--- src/rtl/cpu_pkg.sv ---
// cpu_pkg: shared state encoding, reset default and instruction field positions
package cpu_pkg;

    typedef enum logic [1:0] {
        IDLE   = 2'd0,
        FETCH  = 2'd1,
        EXEC   = 2'd2,
        HALTED = 2'd3
    } state_e;

    localparam logic [31:0] RESET_PC_DEFAULT = 32'h0000_0000;
    localparam int IMM_MSB   = 15;
    localparam int JADDR_MSB = 25;

endpackage

--- src/rtl/pc_sequencer_if.sv ---
// pc_sequencer_if: instruction-memory handshake plus datapath execute/control signals
interface pc_sequencer_if;

    logic        imem_req;
    logic        imem_ready;
    logic [31:0] imem_rdata;
    logic [31:0] instr;
    logic        instr_valid;
    logic        ex_done;
    logic        br_taken;
    logic        is_jump;
    logic        halt;
    logic [31:0] pc;
    logic        halted;

    modport master (
        output imem_req, instr, instr_valid, pc, halted,
        input  imem_ready, imem_rdata, ex_done, br_taken, is_jump, halt
    );

    modport slave (
        input  imem_req, instr, instr_valid, pc, halted,
        output imem_ready, imem_rdata, ex_done, br_taken, is_jump, halt
    );

endinterface

--- src/rtl/branch_target_calc.sv ---
// branch_target_calc: sequential, branch and jump candidates for the next PC
module branch_target_calc
    import cpu_pkg::*;
(
    input  logic [31:0] pc,
    input  logic [31:0] instr,
    output logic [31:0] pc_plus4,
    output logic [31:0] branch_target,
    output logic [31:0] jump_target
);

    logic [31:0] imm_word;
    logic [31-JADDR_MSB-1:0] unused_opcode;

    assign unused_opcode = instr[31:JADDR_MSB+1];

    // sign-extended immediate already scaled to a byte offset, then the three candidates
    always_comb begin
        imm_word      = {{(29 - IMM_MSB){instr[IMM_MSB]}}, instr[IMM_MSB:0], 2'b00};
        pc_plus4      = pc + 32'd4;
        branch_target = pc_plus4 + imm_word;
        jump_target   = {pc_plus4[31:JADDR_MSB+3], instr[JADDR_MSB:0], 2'b00};
    end

endmodule

--- src/rtl/pc_sequencer.sv ---
// pc_sequencer: multicycle fetch/execute sequencer that owns the program counter
module pc_sequencer
    import cpu_pkg::*;
#(
    parameter logic [31:0] RESET_PC = RESET_PC_DEFAULT
) (
    input  logic             clk,
    input  logic             rst_n,
    pc_sequencer_if.master   bus
);

    state_e      state_q, state_d;
    logic [31:0] pc_q, pc_d;
    logic [31:0] instr_q, instr_d;
    logic        instr_valid_q, instr_valid_d;
    logic [31:0] pc_plus4, branch_target, jump_target, next_pc;
    logic        fetch_hit, retire;

    branch_target_calc u_btc (
        .pc            (pc_q),
        .instr         (instr_q),
        .pc_plus4      (pc_plus4),
        .branch_target (branch_target),
        .jump_target   (jump_target)
    );

    // state, pc, latched instruction and first-EXEC marker
    always_ff @(posedge clk or negedge rst_n) begin
        if (!rst_n) begin
            state_q       <= IDLE;
            pc_q          <= RESET_PC;
            instr_q       <= '0;
            instr_valid_q <= 1'b0;
        end else begin
            state_q       <= state_d;
            pc_q          <= pc_d;
            instr_q       <= instr_d;
            instr_valid_q <= instr_valid_d;
        end
    end

    // next state: fetch waits on memory, execute waits on the datapath, halt is terminal
    always_comb begin
        state_d = state_q;
        case (state_q)
            IDLE:   state_d = FETCH;
            FETCH:  state_d = bus.imem_ready ? EXEC : FETCH;
            EXEC:   state_d = bus.ex_done ? (bus.halt ? HALTED : FETCH) : EXEC;
            HALTED: state_d = HALTED;
        endcase
    end

    // datapath registers: instr captured on the accepted fetch, pc advanced only when an instruction retires
    always_comb begin
        fetch_hit     = (state_q == FETCH) && bus.imem_ready;
        retire        = (state_q == EXEC) && bus.ex_done && !bus.halt;
        next_pc       = bus.is_jump ? jump_target : (bus.br_taken ? branch_target : pc_plus4);
        pc_d          = retire ? next_pc : pc_q;
        instr_d       = fetch_hit ? bus.imem_rdata : instr_q;
        instr_valid_d = fetch_hit;
    end

    // outputs decoded from state and registers
    always_comb begin
        bus.imem_req    = (state_q == FETCH);
        bus.halted      = (state_q == HALTED);
        bus.instr_valid = instr_valid_q;
        bus.instr       = instr_q;
        bus.pc          = pc_q;
    end

endmodule

--- src/flat_wrapper.sv ---
// flat-port wrapper written by rule: the top's interface ports become plain ports
module pc_sequencer_flat import cpu_pkg::*;
#(
    parameter logic [31:0] RESET_PC = RESET_PC_DEFAULT
)
  (clk, rst_n, bus_imem_req, bus_instr, bus_instr_valid, bus_pc, bus_halted, bus_imem_ready, bus_imem_rdata, bus_ex_done, bus_br_taken, bus_is_jump, bus_halt);
  pc_sequencer_if bus_i ();
  input  logic clk;
  input  logic rst_n;
  output wire logic [$bits(bus_i.imem_req)-1:0] bus_imem_req;
  output wire logic [$bits(bus_i.instr)-1:0] bus_instr;
  output wire logic [$bits(bus_i.instr_valid)-1:0] bus_instr_valid;
  output wire logic [$bits(bus_i.pc)-1:0] bus_pc;
  output wire logic [$bits(bus_i.halted)-1:0] bus_halted;
  input wire logic [$bits(bus_i.imem_ready)-1:0] bus_imem_ready;
  input wire logic [$bits(bus_i.imem_rdata)-1:0] bus_imem_rdata;
  input wire logic [$bits(bus_i.ex_done)-1:0] bus_ex_done;
  input wire logic [$bits(bus_i.br_taken)-1:0] bus_br_taken;
  input wire logic [$bits(bus_i.is_jump)-1:0] bus_is_jump;
  input wire logic [$bits(bus_i.halt)-1:0] bus_halt;
  assign bus_imem_req = bus_i.imem_req;
  assign bus_instr = bus_i.instr;
  assign bus_instr_valid = bus_i.instr_valid;
  assign bus_pc = bus_i.pc;
  assign bus_halted = bus_i.halted;
  assign bus_i.imem_ready = bus_imem_ready;
  assign bus_i.imem_rdata = bus_imem_rdata;
  assign bus_i.ex_done = bus_ex_done;
  assign bus_i.br_taken = bus_br_taken;
  assign bus_i.is_jump = bus_is_jump;
  assign bus_i.halt = bus_halt;
  pc_sequencer #(.RESET_PC(RESET_PC)) u_core (.clk(clk), .rst_n(rst_n), .bus(bus_i));
endmodule
--- config.mk ---
export PLATFORM = sky130hd
export DESIGN_NAME = pc_sequencer_flat
export DESIGN_NICKNAME = d
export VERILOG_FILES = /design/src/rtl/cpu_pkg.sv /design/src/rtl/pc_sequencer_if.sv /design/src/rtl/branch_target_calc.sv /design/src/rtl/pc_sequencer.sv /design/src/flat_wrapper.sv
export SDC_FILE = /design/constraint.sdc
export NUM_CORES = 1
export LEC_CHECK = 0
export BUFFER_PORTS_ARGS = -buffer_cell sky130_fd_sc_hd__buf_2
export CORE_UTILIZATION = 46
export CTS_CLUSTER_DIAMETER = 100
export CTS_CLUSTER_SIZE = 8
export DETAILED_ROUTE_END_ITERATION = 10
export PLACE_DENSITY = 0.79
export SYNTH_ARGS = -nofsm -noshare
export SYNTH_HDL_FRONTEND = slang
export SYNTH_SLANG_ARGS = --single-unit
--- constraint.sdc ---
create_clock -name clk -period 5 [get_ports clk]
set_input_delay 1 -clock clk [delete_from_list [all_inputs] [get_ports clk]]
set_output_delay 1 -clock clk [all_outputs]
set_load 0.05 [all_outputs]
After elaboration in Yosys (flattened, before gate mapping). Cells that the tools add are included.

Bits of input ports: 39. Word-level logic and storage cells: 20. Flip-flop bits (word level): 67. Memory bits (writable): 0. ROM bits: 0. Output and inout bits: 67. Memories: 0. Bits in latches: 0.

Order comparisons: 0. $add $sub $neg: 2. Shift operators: 0. Bitwise logic cells: 0. Equality and inequality tests: 3. Reductions and logical operators: 5. Mux-type cells: 6. Divide/modulo/power cells: 0. Multiply operators: 0.

Operator list (number): $mux 32 (2); $add 32x3->32 const B (1); $add 32x32->32 (1); $pmux 2 s4 (1); $mux 2 (3); $eq 2x2->1 const B (2); $logic_and 1x1->1 (3); $eq 2x1->1 const B (1); $logic_not 2->1 (1); $logic_not 1->1 (1).

Depth between registers and ports, before layout.
Depth in word-level cells: 4. Mapped depth: 18. Depth with buffers taken out: 16.

Cells and area by module. From an unflattened synthesis, not the netlist that was laid out.

Cell total of the unflattened synthesis: 592. Area, all modules: 5805.6 um2.

By module, submodules not included: pc_sequencer (instances 1, cells an instance 255, sequential area each 1676.6 um2, area an instance 3352.0 um2); branch_target_calc (instances 1, cells an instance 337, sequential area each 0.0 um2, area an instance 2453.6 um2).

Least setup slack after synthesis. Ideal clock, no wire load.

Path type: register to register. From: register u_core.pc_q[8] (netlist: u_core.bus.pc[8]). To: register u_core.pc_q[31] (netlist: u_core.bus.pc[31]). Stages on the path, launching flop included: 15. Arrival: 3.579 ns. Period minus slack after synthesis: 3.675 ns. Setup time: 0.096 ns. Slack: 1.325 ns. Buffers on the path: 1. Required time: 4.904 ns. Cells stage by stage: dfrtp_1 > and4_1 > nand3_2 > nor4_1 > nand2_1 > xnor2_1 > ha_1 > clkbuf_1 > and4_1 > and3_1 > a21oi_4 > or2_1 > a2111oi_2 > o311ai_1 > o31ai_1.

Cells in the longest elaborated chain, start to end: 4.

Ends and longest elaborated chain: start: declaration (line pc_sequencer.sv:13) `logic [31:0] pc_q, pc_d;`; start signal: assignment (line pc_sequencer.sv:36) `pc_q <= pc_d;`; $add 32x3->32 (*) (line branch_target_calc.sv:20) `pc_plus4 = pc + 32'd4;`; $add 32x32->32 (line branch_target_calc.sv:21) `branch_target = pc_plus4 + imm_word;`; $mux 32 (line pc_sequencer.sv:57) `next_pc = bus.is_jump ? jump_target : (bus.br_taken ? branch_target : pc_plus4);`; $mux 32 (*) (line pc_sequencer.sv:57).

Every way passes the cells marked *; elsewhere a longest branch is shown, timed or not. A chain may end at the register's enable or synchronous reset.

Worst setup path in the final report. Same ends and word-level chain as after synthesis.

==> flow_summary.yaml <==
worst_setup_path:
  reg2reg_setup_slack_ps: 1180
  critPathMaxFanout: 7
  end_kind: "flip-flop"
  setup_crit_start_kind: "flip-flop"
  path_class: "reg2reg"
  worstRegToRegCells: 14
  timing.rr.start: "u_core.bus.pc[8]"
  worst_ep_required_time_ps: 5240
  timing.rr.end: "u_core.bus.pc[31]"
  critical_path_arrival_ps: 4060
clock_network:
  cts-buffers-inserted: 9
  h-tree-depth: 3
  cts.reportedPaths.clkPinSlew_ps: 60
  insertion_delay_ps: 340
  cts_hold_buffers_added: 0
  clkSinkCount: 65
  cts-resized-gates: 0
  root_buffer: "sky130_fd_sc_hd__clkbuf_16"
  post-cts-setup-buffers: 0
  cts_buffer_depth: 2
  cts_tree: "built"
logic_synthesis:
  syn_area_per_cell_um2: 7.95
  synth_seq_cells: 65
  synthesis.yosys.warnings: 0
  yosys.area_share.adder_pct: 9.28
  synth_edf_count: 0
  postSynthCellCount: 654
  ys_seq_area_share_pct: 31.3
  postSynth.topFlopCell: "sky130_fd_sc_hd__dfrtp_1"
  synthesis.area_um2: 5200
  synth-compound-area-share_pct: 21.1
  synth_top_family_by_area: "simple AND/OR/NAND/NOR gates"
  synthSimpleGateAreaFrac_pct: 24.7
  post_synth_num_cell_types: 65
  post_synth_xor_area_fraction_pct: 8.59
  async_reset_ff_share_pct: 100
  synthMuxAreaShare_pct: 1.56
floorplanning:
  initial_core_util_pct: 47.6
  fp.dieH_um: 108
  floorplan.die_area_um2: 11700
  fp.dieW_um: 108
  core-area_um2: 10900
  design.portCount: 106
  floorplan.rows: 38
route:
  routedWlPerCell_um: 16.7
  detailroute.via_count: 5201
  drt_pre_antenna_iters: 5
  detail_route.iter0.violations: 416
  drt_drc_violations_left: 0
  avgViaCountPerCell: 5.86
  wirelength_um: 14800
  final_antenna_net_count: 0
timing:
  final-setup-viol-count: 0
  timing_hold_violations_final: 0
  period_share_pct: 76.5
  finalCriticalPeriod_ps: 3820
  max_freq_mhz: 261
  finalSetupTns_ps: 0
  worst_clock_skew_ps: 3.77
  rsz0062_at_grt: "false"
  worst_slew_margin_rel_pct: 34.7
  maxSlewViolCount: 0
  tightest_slew_ps: 979
place:
  io_buffers: 103
  numPlacedInstances: 872
  globalplace.congestion: 0.935
  hpwlAfterDp_um: 11000
global_route:
  grt_first_pass_wirelength_um: 24500
  antenna_found_initial: 0
  grtUsageTotal_pct: 26.6
  grt_max_degree: 66
  first_global_vias: 5057
  globalRouteOverflowTotal: 0
hold_path:
  worst_min_delay_path_endpoint: "u_core.bus.instr[28]"
  worst_hold_path_type: "reg2reg"
  worst_hold_path.num_cells: 2
  min_from: "u_core.bus.instr[28]"
layout:
  insertedDiodeCount: 0
  post_layout_instance_count_excluding_filler_cells: 888
  areaGrowthSynthToFinish_pct: 17.6
  nets: 820
  final_layout_size_suffix_gt1_share_pct: 17.9
  num-fill-cells: 959
run:
  timing.max_cap.violations: 0
pwr:
  power_per_cell_area_nw_per_um2: 756
  leakage_power_figure_nw: 3.14
  irDropWorstVdd_mv: 0.488
status:
  status: "finished, final reports clean"
layout by cell type, fill, tap and decap left out, types with 5 or more instances in the layout:
cell	instances
sky130_fd_sc_hd__and2_1	5
sky130_fd_sc_hd__nand4_1	8
sky130_fd_sc_hd__mux2i_1	7
sky130_fd_sc_hd__buf_2	103
sky130_fd_sc_hd__ha_1	37
sky130_fd_sc_hd__a21oi_1	41
sky130_fd_sc_hd__and3_1	7
sky130_fd_sc_hd__nor2_1	40
sky130_fd_sc_hd__inv_1	13
sky130_fd_sc_hd__dfrtp_1	65
sky130_fd_sc_hd__xor2_1	16
sky130_fd_sc_hd__o31ai_1	5
sky130_fd_sc_hd__o21ai_1	6
sky130_fd_sc_hd__nand3_1	18
sky130_fd_sc_hd__o211ai_1	5
sky130_fd_sc_hd__xnor2_1	35
sky130_fd_sc_hd__nand2b_1	5
sky130_fd_sc_hd__a211oi_1	11
sky130_fd_sc_hd__nor3_1	10
sky130_fd_sc_hd__nand2_1	165
sky130_fd_sc_hd__a21o_1	22
sky130_fd_sc_hd__o21ai_0	33
sky130_fd_sc_hd__and4_1	8
sky130_fd_sc_hd__clkbuf_16	9
logic make-up after synthesis:
kind of cell / count (synthesis)
simple gates: 284
mux: 8
fa+ha+maj: 38
flops: 65
compound gates: 163
other cells: 1
xor+xnor: 51
buf+inv: 44
critical path: stages, from the launching register on:
cell	delay, ps
sky130_fd_sc_hd__dfrtp_1	460
sky130_fd_sc_hd__and4_1	320
sky130_fd_sc_hd__nand3_2	140
sky130_fd_sc_hd__nor4_1	470
sky130_fd_sc_hd__nand3_1	160
sky130_fd_sc_hd__xnor2_1	210
sky130_fd_sc_hd__ha_1	330
sky130_fd_sc_hd__a21o_1	200
sky130_fd_sc_hd__a211oi_1	310
sky130_fd_sc_hd__nand4b_1	190
sky130_fd_sc_hd__a21oi_4	180
sky130_fd_sc_hd__or2_1	180
sky130_fd_sc_hd__mux2i_1	260
sky130_fd_sc_hd__xnor2_1	100
sky130_fd_sc_hd__o31ai_1	200
worst max-delay path by stage:
stage,cells past startpoint,slack (ps),from,to
after detailed placement,14,1180,u_core.bus.pc[4],u_core.bus.pc[31]
final,14,1180,u_core.bus.pc[8],u_core.bus.pc[31]
after global placement,14,1370,u_core.bus.pc[4],u_core.bus.pc[31]
after CTS,14,1170,u_core.bus.pc[8],u_core.bus.pc[31]
after global routing,15,840,u_core.bus.pc[4],u_core.bus.pc[31]
after floorplan,14,1330,u_core.bus.pc[8],u_core.bus.pc[31]
power by group:
part           total [mW]  switching, mW  internal, mW
Sequential           1.02          0.282         0.742
Combinational        2.92           1.98         0.940
Clock               0.685          0.246         0.439
area by class of cell:
type                       instances  area (um^2)  share of cell area [%]
sequential                        65         1630                    26.6
clock buffer                      10          229                    3.74
timing repair buffer             107          546                    8.91
clock inverter                     6         90.1                    1.47
multi-input combinational        546         3400                    55.6
inverter                          14         52.6                   0.859
tap                              140          175                    2.86
routing by layer:
layer,vias up,wire [um],GRT usage (%)
met1,2461,6380,34.1
met3,36,1010,4.52
li1,2481,-,-
met2,223,7070,44.5
met5,-,0,0
met4,0,380,10.5
cells in the mapped netlist, types with 8 or more instances:
library cell | count | area share, %
sky130_fd_sc_hd__nand2_1 | 165 | 12
sky130_fd_sc_hd__dfrtp_1 | 65 | 31
sky130_fd_sc_hd__a21oi_1 | 41 | 3.9
sky130_fd_sc_hd__nor2_1 | 40 | 2.9
sky130_fd_sc_hd__ha_1 | 37 | 8.9
sky130_fd_sc_hd__xnor2_1 | 35 | 5.9
sky130_fd_sc_hd__o21ai_0 | 33 | 3.2
sky130_fd_sc_hd__clkbuf_1 | 24 | 1.7
sky130_fd_sc_hd__a21o_1 | 22 | 3.2
sky130_fd_sc_hd__nand3_1 | 18 | 1.7
sky130_fd_sc_hd__xor2_1 | 16 | 2.7
sky130_fd_sc_hd__inv_1 | 13 | 0.94
sky130_fd_sc_hd__a211oi_1 | 11 | 1.6
sky130_fd_sc_hd__nor3_1 | 10 | 0.96
sky130_fd_sc_hd__and4_1 | 8 | 1.3
sky130_fd_sc_hd__nand4_1 | 8 | 0.96
registers in the layout, indices dropped and copies added (netlist names):
register	cells
u_core.bus.instr	32
u_core.bus.instr_valid	1
u_core.bus.pc	30
u_core.state_q	2
through the flow:
stage / area [um^2] / power, mW / util (%) / worst slack, ps / hold slack (ps)
floorplan: 5210 / 3.21 / - / 1330 / 481
global placement: 5800 / 3.81 / 53.0 / 1370 / 454
detailed placement: 5800 / 3.89 / 53.0 / 1180 / 459
CTS: 6120 / 4.60 / 56.0 / 1170 / 480
global route: 6120 / 4.92 / 56.0 / 838 / 497
finish: 6120 / 4.63 / 56.0 / 1180 / 476
(Power assumes the default switching activity.)
